$ cat config.mk
export PLATFORM = sky130hd
export DESIGN_NAME = axi_read_scheduler
export DESIGN_NICKNAME = d
export VERILOG_FILES = /design/src/rtl/axi_read_scheduler.sv
export SDC_FILE = /design/constraint.sdc
export NUM_CORES = 1
export LEC_CHECK = 0
export CORE_MARGIN = 2
export CORE_UTILIZATION = 38
export DETAILED_ROUTE_END_ITERATION = 8
export GPL_ROUTABILITY_DRIVEN = 0
export GPL_TIMING_DRIVEN = 0
export PLACE_DENSITY_LB_ADDON = 0.3
export SLEW_MARGIN = 15
export SYNTH_ARGS = -nofsm -noshare
export SYNTH_HDL_FRONTEND = slang
export SYNTH_SLANG_ARGS = --single-unit
$ cat constraint.sdc
create_clock -name clk -period 6.9 [get_ports clk]
set_input_delay 1.38 -clock clk [delete_from_list [all_inputs] [get_ports clk]]
set_output_delay 1.38 -clock clk [all_outputs]
set_load 0.005 [all_outputs]
$ cat src/rtl/axi_read_scheduler.sv
// Read-channel scheduler: arbitrates I-cache / D-cache / I-stream bursts onto one AXI AR/R port.
// Define READ_ARB_FIXED_PRIO_EN for fixed lowest-index-wins priority instead of round-robin.
module axi_read_scheduler #(
  parameter int MASTERS    = 3,
  parameter int ADDR_WIDTH = 26,
  parameter int DATA_WIDTH = 32
) (
  input  logic                          clk,
  input  logic                          rst_n,
  input  logic [MASTERS-1:0]            req_valid,
  input  logic [MASTERS*ADDR_WIDTH-1:0] req_addr,
  input  logic [MASTERS*4-1:0]          req_len,
  output logic [MASTERS-1:0]            req_ready,
  output logic [MASTERS-1:0]            resp_valid,
  output logic [MASTERS-1:0]            resp_last,
  output logic [DATA_WIDTH-1:0]         resp_data,
  output logic                          ARVALID,
  input  logic                          ARREADY,
  output logic [3:0]                    ARID,
  output logic [3:0]                    ARLEN,
  output logic [ADDR_WIDTH-1:0]         ARADDR,
  input  logic                          RVALID,
  output logic                          RREADY,
  input  logic                          RLAST,
  input  logic [3:0]                    RID,
  input  logic [DATA_WIDTH-1:0]         RDATA,
  output logic                          busy,
  output logic                          proto_err
);

  localparam int IDX_W = (MASTERS > 1) ? $clog2(MASTERS) : 1;

  typedef enum logic [1:0] {IDLE, ADDR, DATA} state_t;

  state_t           state, state_nxt;
  logic [IDX_W-1:0] last_grant;
  logic [IDX_W-1:0] grant_idx;
  logic             grant_any;
  logic [3:0]       beat_cnt;
  logic             beat_err;

  // Walk candidates from lowest to highest priority so the last hit wins.
  always_comb begin : arb
    int idx;
    grant_any = 1'b0;
    grant_idx = '0;
    idx       = 0;
`ifdef READ_ARB_FIXED_PRIO_EN
    for (int i = MASTERS - 1; i >= 0; i--) begin
      idx = i;
      if (req_valid[idx]) begin
        grant_any = 1'b1;
        grant_idx = IDX_W'(idx);
      end
    end
`else
    for (int k = MASTERS; k >= 1; k--) begin
      idx = (int'(last_grant) + k) % MASTERS;
      if (req_valid[idx]) begin
        grant_any = 1'b1;
        grant_idx = IDX_W'(idx);
      end
    end
`endif
  end

  always_comb begin
    state_nxt  = state;
    req_ready  = '0;
    resp_valid = '0;
    resp_last  = '0;
    ARVALID    = 1'b0;
    RREADY     = 1'b0;
    case (state)
      IDLE: begin
        if (grant_any) begin
          req_ready[grant_idx] = 1'b1;
          state_nxt            = ADDR;
        end
      end
      ADDR: begin
        ARVALID = 1'b1;
        if (ARREADY) state_nxt = DATA;
      end
      DATA: begin
        RREADY = 1'b1;
        // Beats always go to the granted master, even when RID disagrees.
        for (int i = 0; i < MASTERS; i++) begin
          if (ARID == 4'(i)) begin
            resp_valid[i] = RVALID;
            resp_last[i]  = RVALID & RLAST;
          end
        end
        if (RVALID && RLAST) state_nxt = IDLE;
      end
      default: state_nxt = IDLE;
    endcase
  end

  always_comb begin
    beat_err = 1'b0;
    if (RVALID) begin
      if (state != DATA)
        beat_err = 1'b1;
      else if ((RID != ARID) || (RLAST && (beat_cnt != ARLEN)))
        beat_err = 1'b1;
    end
  end

  assign resp_data = RDATA;
  assign busy      = (state != IDLE);

  always_ff @(posedge clk or negedge rst_n) begin
    if (!rst_n) begin
      state      <= IDLE;
      last_grant <= IDX_W'(MASTERS - 1);
      ARID       <= '0;
      ARLEN      <= '0;
      ARADDR     <= '0;
      beat_cnt   <= '0;
      proto_err  <= 1'b0;
    end else begin
      state <= state_nxt;
      if (state == IDLE && grant_any) begin
        ARADDR     <= req_addr[grant_idx*ADDR_WIDTH +: ADDR_WIDTH];
        ARLEN      <= req_len[grant_idx*4 +: 4];
        ARID       <= 4'(grant_idx);
        last_grant <= grant_idx;
        beat_cnt   <= '0;
      end
      if (state == DATA && RVALID) beat_cnt <= beat_cnt + 4'd1;
      if (beat_err) proto_err <= 1'b1;
    end
  end

endmodule

[Word-level counts from Yosys, hierarchy flattened]
Index checks and enable logic that the tools add are counted.
Storage, ports and cells
  word-level logic and storage cells: 82
  output and inout port bits: 79
  register bits after elaboration: 41
  input bits: 134
Cells by class
  shifts and indexed selects: 2
  reductions and logical operators: 11
  multiply operators: 1
  div/mod/pow operators: 3
  mux-type cells: 38
  order comparisons: 5
  bitwise logic cells: 1
  equal/unequal tests: 10
  $add $sub $neg: 4
Operator list (count)
  32-bit by 4-bit < comparator with 1-bit output (second input constant): 3
  32-bit by 3-bit modulo with 32-bit output (second input constant): 3
  78-bit by 8-bit indexed part select with 26-bit output: 1
  1-bit 2-to-1 mux: 21
  2-bit 2-to-1 mux: 6
  3-bit 2-to-1 mux: 4
  12-bit by 5-bit indexed part select with 4-bit output: 1
  4-bit 2-to-1 mux: 2
  2-bit != test (second input constant): 4
  2-bit by 2-bit adder with 3-bit output (second input constant): 2
  1-bit binary-select mux with 2-bit select: 3
  2-bit by 4-bit multiplier with 6-bit output (second input constant): 1
  2-bit case mux with 3 select lines: 1
  1-bit logical AND: 5
  4-bit by 1-bit adder with 4-bit output (second input constant): 1
  2-bit by 1-bit equality test with 1-bit output (second input constant): 2
  2-bit equality test (second input constant): 2
  4-bit logical NOT: 1
  4-bit by 2-bit != test with 1-bit output: 1
  4-bit != test: 1
  2-bit nonzero test: 2
  2-bit by 1-bit adder with 3-bit output (second input constant): 1
  2-bit by 3-bit < comparator with 1-bit output (second input constant): 1
  3-bit AND reduction: 1
  other kinds (5): 5

[Depth between registers and ports, before layout]
  word-level depth: 14
  depth in mapped cells: 11
  mapped depth without buffers: 8

[Worst setup path after synthesis]
No wires, ideal clock.
  path type: input -> output
  start point: in req_valid[1]
  end point: out req_ready[2]
  path slack: 2.946 ns
  stages on the path: 8
  arrival time: 2.574 ns
  required time: 5.520 ns
  cell sequence: mux2i_1 -> mux2_2 -> o2111ai_1 -> nand4_1 -> or2_1 -> buf_6 -> buf_6 -> inv_1
On the way
  word-level cells in the longest chain between the ends: 12
Ends and longest elaborated chain
  start: declaration: line 10  | input logic [MASTERS-1:0] req_valid,
  1-bit binary-select mux with 2-bit select: line 59  | if (req_valid[idx]) begin
  1-bit 2-to-1 mux (not written as such) (2 in series): line 59
  2-bit 2-to-1 mux (3 in series): line 59
  2-bit by 3-bit < comparator with 1-bit output (not written as such) or 2-bit by 1-bit >= comparator with 1-bit output (tied branches): line 77  | req_ready[grant_idx] = 1'b1;
  1-bit logical AND (not written as such): line 77
  1-bit 2-to-1 mux (not written as such): line 77
  1-bit demux with 2-bit select: line 77
  3-bit 2-to-1 mux *: line 76  | if (grant_any) begin
  3-bit 2-to-1 mux *: line 74  | case (state)
  end: declaration: line 13  | output logic [MASTERS-1:0] req_ready,
Mark *: on every way between the ends. The rest lies on a longest branch, timed or not. The select of a mux whose other input is x is not followed.

[Worst setup path in the final report]
Ends and elaborated chain as after synthesis.

==> flow_summary.yaml <==
floorplan:
  die_area_mm2: 0.00838
  coreArea_mm2: 0.00733
  ioPinCount: 213
  initial_utilization_pct: 39.7
  die_x_um: 91.5
  die_h_um: 91.5
  rows: 31
route:
  wirelength_mm: 8.18
  wl_per_cell_um: 14.0
  drt_iter0_markers: 122
  vias: 2823
  via_per_inst: 4.83
  ant_nets: 0
  drt_pre_antenna_iters: 4
  drc: 0
cts:
  htree_levels: 2
  cts.sinks: 40
  ctsHoldBuffers: 0
  clkTransAtPathRegs_ns: 0.08
  cts_tree: "done"
  clk_latency_ns: 0.29
  cts_resized: 0
  post_cts_buffers: 0
  clockBufferDepth: 2
  cts-root-buf: "clkbuf_8"
  cts-buffers-inserted: 5
timing:
  slew_violations: 0
  slew_headroom_pct: 51.2
  period_share_pct: 76.7
  timing.fmax_mhz: 189
  period_needed_ns: 5.29
  rsz0062_at_grt: "no"
  worst_slew_pin_slew_ns: 0.732
  setup_tns_ns: 0
  clock_skew_ns: 0.00552
  hold_violations: 0
  setup_viol: 0
placement:
  port_buffers: 178
  dpl-instance-area_mm2: 0.00484
  dp_hpwl_mm: 6.68
synth:
  synth_edf_count: 0
  yosys.area.top_type: "dfrtp_1"
  async_reset_ff_share_pct: 100
  yosys_most_used_dff: "dfrtp_1"
  avgSynthCellArea_um2: 9.80
  postSynthCellCount: 297
  synth_cell_types: 40
  netlist_area_mm2: 0.00291
  synth-seq-cells: 40
  yosysSeqAreaShare_pct: 34.4
  synthTopCellsByArea: "dfrtp_1 (34%), o221ai_2 (14%), mux2i_1 (11%)"
  netlist.area_leader.share_pct: 33.5
  ys_warn_count: 0
global_route:
  grt_antenna_before_repair: 0
  grt_pass1_vias: 2826
  grt_start_max_net_pins: 24
  overflow: 0
  grtUsageTotal_pct: 19.4
  grt_pass1_wl_mm: 13.2
power_and_ir_drop:
  p_switching_mw: 0.691
  p_comb_share_pct: 64.8
  clkPwrFrac_pct: 11.7
  p_leak_nw: 2.31
  p_sw_share_pct: 39.0
  p_int_mw: 1.08
  p_seq_share_pct: 23.5
  power.density_mw_per_mm2: 357
  ir_worst_vdd_mv: 0.188
run_status:
  status: "complete, no violations"
flow_run:
  maxCapViolCount: 0
worst_hold_path:
  min_path_type: "flip-flop to flip-flop"
  hp-start: "proto_err"
setup_path:
  end_kind: "output port"
  worstSetupPathType: "primary input to output port"
  worstSetupStartpoint: "req_valid[1]"
  rrSetupSlack_ns: 3.93
  r2r-start: "last_grant[0]"
  crit_path_max_fanout: 10
  critPathArrivalTime_ns: 3.91
  worstPathRequired_ns: 5.52
  cp-start-kind: "primary input"
cells_and_area:
  diodes: 0
  final_area_mm2: 0.00497
  nets: 623
  synthToLayoutAreaGrowth_pct: 70.7
  drive_gt1_share_pct: 17.9
## per-stage QoR
stage | setup WS, ns | hold WS [ns] | util (%) | std cells | power [mW]
after floorplan | 2.95 | 0.451 | - | 298 | 1.12
after global placement | 1.72 | 0.443 | 65.7 | 575 | 1.56
after detailed placement | 1.65 | 0.452 | 66.1 | 576 | 1.59
after CTS | 1.63 | 0.470 | 67.8 | 584 | 1.80
after global routing | 1.51 | 0.488 | 67.8 | 584 | 1.92
final | 1.61 | 0.462 | 67.8 | 584 | 1.77
## cell families after synthesis
kind of cell               Yosys count  synth area share (%)
buffers and inverters               89                  17.9
and+or+nand+nor                     73                  11.7
AOI/OAI and AO/OA                   46                  19.1
DFF                                 40                  34.4
muxes                               35                  12.1
xor gates and xnor gates             8                  2.41
adders and majority gates            5                  2.15
other                                1                 0.129
## worst paths after layout
path,depth (start not counted),end
hold / removal,1,proto_err
setup / recovery,10,req_ready[2]
min in group asynchronous,1,ARADDR[0]
setup reg to reg,9,ARADDR[12]
max in group asynchronous,2,last_grant[1]
hold reg to reg,1,proto_err
## cells in the mapped netlist (all sizes together) (2+ instances only)
library cell,instances
nand3,10
o41ai,2
nor2b,5
or2,2
nand2,40
o221ai,31
nor4,2
a21boi,2
nor3b,2
clkbuf,6
ha,5
nand2b,2
buf,44
dfrtp,39
nor2,3
o21ai,5
mux2i,33
nor3,2
xor2,7
mux2,2
inv,39
nand4,2
## worst max-delay path: stages
cell	delay (ns)
clkdlybuf4s50_1	0.57
mux2i_1	0.12
a2111oi_0	0.54
o221ai_1	0.22
nand4_1	0.16
or2_1	0.13
buf_6	0.12
buf_6	0.16
inv_1	0.06
clkdlybuf4s50_1	0.44
## area by class of cell
type                       instances  area (µm²)
sequential                        40        1000
clock inverter                     1        30.0
tap                               99         124
fill                             601        2360
buffer                            50         374
clock buffer                       7        96.3
multi-input combinational        169        1390
timing repair buffer             179        1800
inverter                          39         146
## power by group through the flow
stage / clock [mW] / sequential [mW] / combinational (mW)
3_5_place_dp: 0 / 0.419 / 1.17
5_1_grt: 0.223 / 0.431 / 1.27
6_report: 0.207 / 0.417 / 1.15
2_1_floorplan: 0 / 0.416 / 0.708
4_1_cts: 0.212 / 0.418 / 1.17
3_3_place_gp: 0 / 0.416 / 1.14
## routing by layer
metal | vias up | global-route usage, % | part of all wire (%)
li1 | 1360 | - | -
met1 | 1317 | 21.9 | 39
met2 | 132 | 34.7 | 51
met3 | 14 | 4.90 | 8.4
met4 | 0 | 7.32 | 2.0
met5 | - | 0 | 0
## cell usage in the layout, fill, tap and decap left out, drive strengths merged, types with 7 or more instances in the layout
cell	Yosys	layout
clkbuf	6	13
inv	39	39
xor2	7	7
nand2	40	40
dfrtp	39	39
o221ai	31	31
nand3	10	10
buf	44	46
clkdlybuf4s50	0	177
mux2i	33	33
## flip-flops by register name, summed over array words and instances, names as in the netlist
register / cells
ARID: 1
ARADDR: 26
ARLEN: 4
proto_err: 1
last_grant: 2
beat_cnt: 4
state: 2
Note: power is estimated with default switching activity, not from simulation.
==> RTL edit: new RTL, same settings <==
Re-encode `state_t` (3 states) as one-hot, 3 bits wide.
--- a/src/rtl/axi_read_scheduler.sv
+++ b/src/rtl/axi_read_scheduler.sv
@@ -32,3 +32,3 @@
 
-  typedef enum logic [1:0] {IDLE, ADDR, DATA} state_t;
+  typedef enum logic [2:0] {IDLE = 3'b001, ADDR = 3'b010, DATA = 3'b100} state_t;
 
Function: same outputs for any inputs over 4 cycles, from zero or initial values and one cycle with rst_n low; so few cycles prove little.
==> RTL edit against the original RTL <==
Power shrank 0.21%; critical endpoint is now req_ready[0]; sequential share of layout area increased by 0.52 points; sequential cell count rose by 1; synthesized cell count increased by 2.4%; synthesized area up 0.39%; worst setup slack improved by 130 ps; largest cell class unchanged; critical path type unchanged; routed wire length grew 15%; final area about the same; register-to-register slack gained 140 ps; sequential power rose by 2%; worst hold slack better by 6.8 ps.
==> RTL edit: results (changes against the original RTL) <==
Route
  – DR pass1 iterations: 5 (+1)
  – Final WL: 9.41 mm (+15%)
  – Drt via density: 4.98 (+3.0%)
  – Initial drt markers: 175 (+43%)
  – Avg WL per Cell: 15.9 um (+14%)

Critical path
  – R2R Setup Slk: 4070 ps (+140 ps)
  – Critical path endpoint: req_ready[0]
  – Cells on worst reg2reg path: 11 (+2)
  – Arr. time, crit path: 3780 ps (-130 ps)

Status
  – Status: completed

Power and ir drop
  – Peak supply drop: 171 uV (-9.2%)
  – Internal Pwr Total: 1.05 mW (-3.3%)
  – Pwr dens: 356 nW/um2 (-0.23%)
  – Flop pwr share: 24.0% (+0.5 points)

Global route
  – GRT Total Usage: 23.0% (+3.6 points)
  – First-pass GRT wire length: 15.6 mm (+18%)
  – Largest net degree at the start of global routing: 22 (-8.3%)
  – Vias in the first global route: 3146 (+11%)

Layout
  – Non-clock buffers: 232 (+1.3%)
  – Final nets: 630 (+1.1%)
  – Multi-input logic area: 1510 um2 (+8.7%)
  – Multi-input gates: 207 (+22%)
  – Filler cells: 567 (-5.7%)
  – Count of non-CTS inverters in the layout: 4 (-90%)
  – Non-clock buffer share: 43.7% (-0.11 points)
  – Seq/total area: 20.7% (+0.52 points)
  – Layout cells sized above 1: 16.7% (-1.3 points)

Yosys
  – Seq/Total Area, Yosys: 35.2% (+0.77 points)
  – Ranking of synthesized cells by area: dfrtp_1, mux2i_1, buf_4
  – Unique masters post-synth: 44 (+10%)
  – Synth top cells by count: dfrtp_1, nand2_1, buf_4
  – Syn_area_per_cell: 9.61 um2 (-1.9%)

Place
  – HPWL Detailed: 7.59 mm (+14%)
  – Dpl ws: 1760 ps (+115 ps)
  – DP Area: 4850 um2 (+0.23%)

CTS
  – Clock Sinks: 41 (+2.5%)
  – CTS clock-pin slew for the worst setup and hold paths: 80 ps (about the same)

Timing
  – Max-slew headroom: 61.8% (+11 points)
  – Clock period minus worst slack: 5160 ps (-132 ps)
RTL edit: cell count changes in the layout (fill, tap and decap cells not counted), sizes merged, moves of 3 or more:
cell / unedited run / this run
inv: 39 / 4
and2: 1 / 6
o21ai: 5 / 9
a21o: 1 / 4
nand3: 10 / 33
o211ai: 0 / 30
o221ai: 31 / 0
RTL edit: logic make-up (layout without fill, tap and decap cells):
family                   after synthesis  after routing  share of synthesized area, %
AND/OR/NAND/NOR                      104            104                          17.2
XOR/XNOR                               8              8                          2.40
multiplexers                          33             33                          11.3
other                                  1              2                         0.128
buffers and inverters                 57            244                          13.1
flip-flops                            41             41                          35.2
adder cells (fa/ha/maj)                5              5                          2.14
AO/OA/AOI/OAI                         55             55                          18.5
RTL edit: routing by layer:
layer	track usage (%)	vias to the layer above	wire [um]
met4	6.06	0	150
met3	7.31	14	834
met1	27.8	1384	3620
met5	0	-	0
li1	-	1408	-
met2	39.3	137	4810
